<file path="config.mk">
export PLATFORM = sky130hd
export DESIGN_NAME = interrupt_sequencer
export DESIGN_NICKNAME = d
export VERILOG_FILES = /design/src/rtl/pipeline_pkg.sv /design/src/rtl/int_edge_latch.sv /design/src/rtl/interrupt_sequencer.sv
export SDC_FILE = /design/constraint.sdc
export NUM_CORES = 1
export LEC_CHECK = 0
export CAP_MARGIN = 20
export CORE_UTILIZATION = 25
export CTS_BUF_LIST = sky130_fd_sc_hd__clkbuf_2
export CTS_CLUSTER_DIAMETER = 60
export DETAILED_ROUTE_END_ITERATION = 8
export PLACE_DENSITY = 0.61
export SYNTH_ARGS = -nofsm -noshare
export SYNTH_HDL_FRONTEND = slang
export SYNTH_SLANG_ARGS = --single-unit
</file>
<file path="constraint.sdc">
create_clock -name clk -period 1.65 [get_ports clk]
set_input_delay 0.4125 -clock clk [delete_from_list [all_inputs] [get_ports clk]]
set_output_delay 0.4125 -clock clk [all_outputs]
set_load 0.05 [all_outputs]
</file>
<file path="src/rtl/pipeline_pkg.sv">
// Shared interrupt-injection encoding between the interrupt sequencer and instruction memory.
// INT_counter values and the micro-instruction words injected for each push step.
package pipeline_pkg;

  typedef enum logic [2:0] {
    INT_NORMAL       = 3'd0,
    INT_PUSH_PC_HIGH = 3'd1,
    INT_PUSH_PC_LOW  = 3'd2,
    INT_PUSH_FLAGS   = 3'd3,
    INT_DEFER        = 3'd4
  } int_state_e;

  localparam logic [15:0] PUSH_FLAGS_WORD   = 16'hF800;
  localparam logic [15:0] PUSH_PC_LOW_WORD  = 16'hF801;
  localparam logic [15:0] PUSH_PC_HIGH_WORD = 16'hF802;
  localparam logic [15:0] NOP_WORD          = 16'h0000;

  // Instruction memory substitutes this word for the fetched one while injecting.
  function automatic logic [15:0] injected_word(input int_state_e sel);
    case (sel)
      INT_PUSH_FLAGS:   injected_word = PUSH_FLAGS_WORD;
      INT_PUSH_PC_LOW:  injected_word = PUSH_PC_LOW_WORD;
      INT_PUSH_PC_HIGH: injected_word = PUSH_PC_HIGH_WORD;
      default:          injected_word = NOP_WORD;
    endcase
  endfunction

endpackage

</file>
<file path="src/rtl/int_edge_latch.sv">
// Rising-edge detector on the interrupt request with a pending latch.
// A new edge wins over a clear on the same clock so no request is ever lost.
module int_edge_latch (
  input  logic clk,
  input  logic rst,
  input  logic int_req,
  input  logic clear,
  output logic pending
);

  logic int_req_d;

  always_ff @(posedge clk) begin
    if (rst) begin
      int_req_d <= 1'b0;
      pending   <= 1'b0;
    end else begin
      int_req_d <= int_req;
      if (int_req && !int_req_d)
        pending <= 1'b1;
      else if (clear)
        pending <= 1'b0;
    end
  end

endmodule

</file>
<file path="src/rtl/interrupt_sequencer.sv">
// Interrupt front end: waits for a safe fetch boundary, then steps INT_counter through
// push-flags / push-PC-low / push-PC-high and redirects fetch to the interrupt vector.
module interrupt_sequencer
  import pipeline_pkg::*;
#(
  parameter int                  pc_width   = 32,
  parameter logic [pc_width-1:0] INT_VECTOR = '0
) (
  input  logic                clk,
  input  logic                rst,
  input  logic                int_req,
  input  logic                stall,
  input  logic                cs_ldm,
  input  logic                cs_call,
  input  logic                cs_rti,
  output logic [2:0]          INT_counter,
  output logic                pc_hold,
  output logic                vector_load,
  output logic [pc_width-1:0] vector_pc,
  output logic                in_isr
);

  int_state_e state;
  logic       pending;
  logic       boundary_ok;
  logic       enter_flags;

  int_edge_latch u_edge_latch (
    .clk     (clk),
    .rst     (rst),
    .int_req (int_req),
    .clear   (enter_flags),
    .pending (pending)
  );

  // A two-word LDM or an in-flight CALL would be split by injection, so wait them out.
  assign boundary_ok = !cs_ldm && !cs_call;
  assign enter_flags = !stall && boundary_ok &&
                       ((state == INT_NORMAL && pending && !in_isr) || state == INT_DEFER);

  always_ff @(posedge clk) begin
    if (rst) begin
      state  <= INT_NORMAL;
      in_isr <= 1'b0;
    end else if (!stall) begin
      case (state)
        INT_NORMAL:
          if (pending && !in_isr)
            state <= boundary_ok ? INT_PUSH_FLAGS : INT_DEFER;
        INT_DEFER:
          if (boundary_ok)
            state <= INT_PUSH_FLAGS;
        INT_PUSH_FLAGS:   state <= INT_PUSH_PC_LOW;
        INT_PUSH_PC_LOW:  state <= INT_PUSH_PC_HIGH;
        INT_PUSH_PC_HIGH: begin
          state  <= INT_NORMAL;
          in_isr <= 1'b1;
        end
        default:          state <= INT_NORMAL;
      endcase
      if (cs_rti && in_isr)
        in_isr <= 1'b0;
    end
  end

  assign INT_counter = state;
  assign pc_hold     = (state == INT_PUSH_FLAGS) || (state == INT_PUSH_PC_LOW) ||
                       (state == INT_PUSH_PC_HIGH);
  // Pulses only on the cycle that actually leaves PUSH_PC_HIGH, so a stall cannot stretch it.
  assign vector_load = (state == INT_PUSH_PC_HIGH) && !stall;
  assign vector_pc   = INT_VECTOR;

endmodule

</file>
==> flow_summary_export.csv, run 1 <==
group,metric,value,unit
timing,fmax,621,MHz
synth,synth_seq_cells,6,
synth,ys_warn_count,0,
routing,vias_per_cell,3.61,
synth,netlist.area_leader.share,0.435,
synth,postSynthCellCount,68,
hold_path,holdPathStages,2,
setup_path,critPathArrivalTime,1.20,ns
placed_design,post_dp_cell_area,686,um^2
clock_tree,cts_max_path_buffers,2,
routing,vias,411,
cells_and_area,layoutNonFillerInstCount,114,
setup_path,critPathRequiredTime,1.24,ns
die,coreArea,0.00202,mm^2
setup_path,path_cells,"dlygate4sd2_1 > nor4b_4 > buf_12",
cells_and_area,n_antenna_cell,0,
synth,synth.area.top_cells,"buf_4 44%, dfxtp_1 22%, nor2_1 3.4%, nor4b_2 2.7%, a211oi_2 2.3%",
routing,drc,0,
routing,routedWlPerCell,7.38,um
timing,rsz0062_at_grt,"false",
power_and_ir_drop,vdd_drop_max,0.292,mV
timing,finalCritPeriodShare,0.977,
synth,synthArstFlopShare,0,
power_and_ir_drop,p_leak,0.330,nW
timing,timing_hold_violations_final,0,
placed_design,place_congestion,0.736,
synth,yosysMostFrequentCell,"buf_4",
routing,drtAntennaViolNets,0,
synth,yosys-top-cells-count,"32 x buf_4, 6 x dfxtp_1, 5 x nor2_1, 3 x nand2_1",
clock_tree,cts_sinks,6,
synth,synth-main-ff-cell,"dfxtp_1",
cells_and_area,drive_gt1_frac,0.230,
setup_path,ff2ff_path_depth,4,
setup_path,start_kind,"input pin",
clock_tree,cts_tree,"done",
cells_and_area,post-route-util,0.350,
setup_path,worst-path-buf-inv,2,
die,start_util,0.273,
setup_path,crit_path_max_incr_delay,0.34,ns
routing,drt_iter0_drc,2,
setup_path,worstSetupEndpointType,"primary output",
cells_and_area,fin_nets,96,
global_route,antenna_found_initial,0,
global_route,grt_pass1_vias,324,
die,die-area,0.00240,mm^2
global_route,grt_first_pass_wirelength,1.34,mm
clock_tree,numCtsBuffers,3,
synth,synth_edf_count,0,
setup_path,slowest_stage,"nor4b_4",
placed_design,hpwl,704,um
job,max_cap_viol_count,0,
setup_path,path_max_fanout,2,
clock_tree,clockRootBuffer,"clkbuf_2",
routing,wl_met3,84,um
timing,setup_viol,0,
synth,ys_seq_area_frac,0.218,
synth,synth_cell_types,22,
clock_tree,postCtsHoldBufs,0,
timing,finClkSkew,0.00652,ns
placed_design,portBuffers,12,
routing,wl,841,um
power_and_ir_drop,power_density,738,mW/mm^2
status,status,"completed",
clock_tree,clkTransAtPathRegs,0.06,ns
clock_tree,h-tree-depth,1,
die,fp.dieW,49.0,um
synth,syn_area_per_cell,8.11,um^2
cells_and_area,area_growth,28.1,%
placed_design,dp.cells,110,
routing,first_pass_iters,4,
timing,setup_ws,0.0387,ns
synth,yosysTopAreaCell,"buf_4",
global_route,grt_remaining_overflow,0,
setup_path,path_class,"in -> out",
timing,slew_viol_final,0,
global_route,grt_start_max_net_pins,8,
die,std_cell_rows,16,
clock_tree,clock_latency,0.22,ns
synth,synth_area,552,um^2
hold_path,hold_class,"reg -> reg",
routing,met2_length,416,um
die,die_y,49.0,um
cells_and_area,finalInstanceArea,707,um^2
global_route,grt_use_total,0.0751,
routing,highest_layer,"met3",
setup_path,path_depth,3,
die,ios,45,
power_and_ir_drop,power,0.522,mW
timing,period_minus_slack,1.61,ns
placed_design,place_ws,-0.205,ns
routing,wl_met1,340,um
setup_path,critPathTopFamily,"buffers and inverters",
==> final cells by class <==
type / count / area, um^2
Clock buffer: 3 / 15.0
Fill cell: 224 / 1320
Inverter: 2 / 7.51
Multi-Input combinational cell: 58 / 305
Sequential cell: 6 / 121
Tap cell: 27 / 33.8
Timing Repair Buffer: 18 / 224
==> stage by stage <==
step           hold slack (ns)  TNS (ns)
6_report                 0.477         0
5_1_grt                  0.506         0
2_1_floorplan            0.446   -0.0774
3_5_place_dp             0.459    -0.326
3_3_place_gp             0.449    -0.274
4_1_cts                  0.474         0
==> kinds of logic after synthesis <==
kind of cell	after synthesis	synth area share
AND/OR/NAND/NOR	17	0.179
flip-flops	6	0.218
buffers and inverters	35	0.469
AO/OA/AOI/OAI	9	0.127
other	1	0.00680
==> worst paths after layout <==
path | slack [ns] | from | to
setup / recovery | 0.04 | stall | vector_load
hold / removal | 0.48 | u_edge_latch.int_req_d$_SDFF_PP0_ | u_edge_latch.pending$_SDFFE_PP0P_
setup reg to reg | 0.41 | INT_counter[1]$_SDFFE_PP0P_ | u_edge_latch.pending$_SDFFE_PP0P_
hold reg to reg | 0.48 | u_edge_latch.int_req_d$_SDFF_PP0_ | u_edge_latch.pending$_SDFFE_PP0P_
==> flip-flops by register name, indices dropped and copies added (netlist names) <==
name and flops:
u_edge_latch.int_req_d 1, INT_counter 3, u_edge_latch.pending 1, in_isr 1
==> tightest hold or removal path: cells and delay by family (launching register included) <==
family / cells / cell delay [ns]
buffers and inverters: 1 / 0.04
DFF: 1 / 0.30
AOI/OAI and AO/OA: 1 / 0.10
==> routing by layer <==
layer	up-vias	track usage
met3	0	0.0405
met4	0	0.0294
met5	-	0
met1	181	0.0863
li1	199	-
met2	31	0.116
==> cell usage in the layout, fill, tap and decap left out, drive strengths merged, types with 2 or more instances in the layout <==
| master | netlist | final |
|---|---|---|
| inv | 2 | 2 |
| o21ai | 2 | 2 |
| buf | 33 | 12 |
| nand2 | 3 | 3 |
| nor2 | 5 | 5 |
| clkdlybuf4s50 | 0 | 5 |
| clkbuf | 0 | 3 |
| nand3 | 2 | 2 |
| nor2b | 2 | 2 |
| dfxtp | 6 | 6 |
| conb | 1 | 32 |
==> repair_timing <==
action	CTS	global route
buffers inserted	1	0
resized for setup	1	0
setup endpoints to repair	1	0
==> where the power goes <==
| part | total (mW) | switching (mW) | leakage [nW] | internal (mW) |
|---|---|---|---|---|
| Clock | 0.103 | 0.0541 | 0.0125 | 0.0494 |
| Combinational | 0.259 | 0.207 | 0.268 | 0.0526 |
| Sequential | 0.159 | 0.00697 | 0.0496 | 0.152 |
| Total | 0.522 | 0.268 | 0.330 | 0.254 |
(Power assumes the default switching activity.)
==> inputs of run 2 (changes only) <==
ABC_CLOCK_PERIOD_IN_PS = 1650   (was not set)
CORE_UTILIZATION = 35   (was 25)
PLACE_DENSITY = 0.83   (was 0.61)
==> flow_summary_export.csv, run 2 (synthesis results as in run 1) <==
group,metric,value,unit
status,status,"completed",
cells_and_area,nFillCells,128,
routing,drc,0,
timing,setup_viol,0,
power_and_ir_drop,power_density,757,mW/mm^2
routing,drt_iter0_drc,6,
setup_path,path_max_fanout,2,
timing,finClkSkew,0.0173,ns
timing,period_minus_slack,1.63,ns
power_and_ir_drop,p_leak,0.331,nW
clock_tree,postCtsHoldBufs,0,
global_route,grt_remaining_overflow,0,
power_and_ir_drop,vdd_drop_max,0.414,mV
routing,vias,417,
cells_and_area,largest_reg_flops,3,
clock_tree,clkTransAtPathRegs,0.05,ns
die,die-area,0.00174,mm^2
routing,drtAntennaViolNets,0,
setup_path,start_kind,"input pin",
cells_and_area,multiInputGateArea,305,um^2
cells_and_area,drive_gt1_frac,0.230,
timing,fmax,614,MHz
global_route,grt_pass1_vias,332,
cells_and_area,fin_nets,96,
clock_tree,clock_latency,0.24,ns
clock_tree,numCtsBuffers,3,
routing,routedWlPerCell,8.37,um
global_route,grt_start_max_net_pins,8,
timing,slew_viol_final,0,
job,max_cap_viol_count,0,
cells_and_area,n_antenna_cell,0,
routing,first_pass_iters,2,
die,start_util,0.399,
placed_design,place_congestion,0.753,
clock_tree,cts_max_path_buffers,2,
timing,rsz0062_at_grt,"false",
setup_path,worstSetupEndpointType,"primary output",
setup_path,critPathRequiredTime,1.24,ns
clock_tree,h-tree-depth,1,
clock_tree,cts_sinks,6,
placed_design,hpwl,709,um
hold_path,hold_class,"reg -> reg",
cells_and_area,final_cell_mix,"32 x conb_1, 6 x buf_12, 6 x buf_4",
global_route,antenna_found_initial,0,
die,die_y,41.7,um
clock_tree,cts_tree,"done",
die,fp.dieW,41.7,um
cells_and_area,layout_commonest_cell,"conb_1",
power_and_ir_drop,power,0.524,mW
routing,wl,854,um
setup_path,critPathArrivalTime,1.22,ns
placed_design,portBuffers,12,
die,std_cell_rows,13,
timing,finalCritPeriodShare,0.987,
cells_and_area,seqCellArea,121,um^2
die,ios,45,
cells_and_area,area_growth,25.4,%
clock_tree,clockRootBuffer,"clkbuf_2",
timing,setup_ws,0.0219,ns
routing,vias_per_cell,4.09,
die,coreArea,0.00138,mm^2
placed_design,place_ws,-0.200,ns
global_route,grt_use_total,0.102,
timing,timing_hold_violations_final,0,
global_route,grt_first_pass_wirelength,1.32,mm
setup_path,path_class,"in -> out",
-- run 2: through the flow --
stage	area, um^2	hold WS, ns	TNS (ns)	cells	util
finish	692	0.464	0	102	0.500
global route	692	0.496	0	102	0.500
CTS	692	0.469	0	102	0.500
detailed placement	671	0.456	-0.348	98	0.485
global placement	671	0.449	-0.259	98	0.485
floorplan	686	0.446	-0.0774	99	-
-- run 2: worst max-delay path, cell delays in order --
cell and delay [ns]:
dlygate4sd2_1 0.28, nor4b_4 0.34, buf_12 0.18
-- run 2: final timing paths --
kind                                                   startpoint                           endpoint  slack, ns  cells past startpoint
worst min-delay path            u_edge_latch.int_req_d$_SDFF_PP0_  u_edge_latch.pending$_SDFFE_PP0P_       0.46                      2
worst max-delay path                                        stall                        vector_load       0.02                      3
worst min register to register  u_edge_latch.int_req_d$_SDFF_PP0_  u_edge_latch.pending$_SDFFE_PP0P_       0.46                      2
worst max register to register        INT_counter[1]$_SDFFE_PP0P_  u_edge_latch.pending$_SDFFE_PP0P_       0.40                      4
-- run 2: final cells by class --
| class | instances | share of cell area |
|---|---|---|
| clock buffers | 3 | 0.0217 |
| inverters | 2 | 0.0108 |
| multi-input cells | 58 | 0.441 |
| flip-flops and latches | 6 | 0.175 |
| well taps | 15 | 0.0271 |
| repair buffers | 18 | 0.324 |
-- run 2: metal layers --
layer,up-vias,wire [um],track usage
met5,-,0,0
met4,0,0,0.0581
met3,0,74,0.0522
met2,28,448,0.169
met1,188,331,0.101
li1,201,-,-
-- run 2: power by group --
group	switching (mW)	internal, mW
Sequential	0.00733	0.152
Combinational	0.206	0.0510
Clock	0.0579	0.0493
-- run 2: what timing repair did --
action / 4_1_cts / 5_1_grt
setup endpoints to repair: 1 / 0
hold endpoints to repair: 0 / 0
setup buffers: 1 / 0
resized for setup: 1 / 0
==> inputs of run 3 (changes only) <==
CAP_MARGIN = 15   (was 20)
==> results of run 3 <==
Final layout, timing and power as in run 2 (identical DEF).
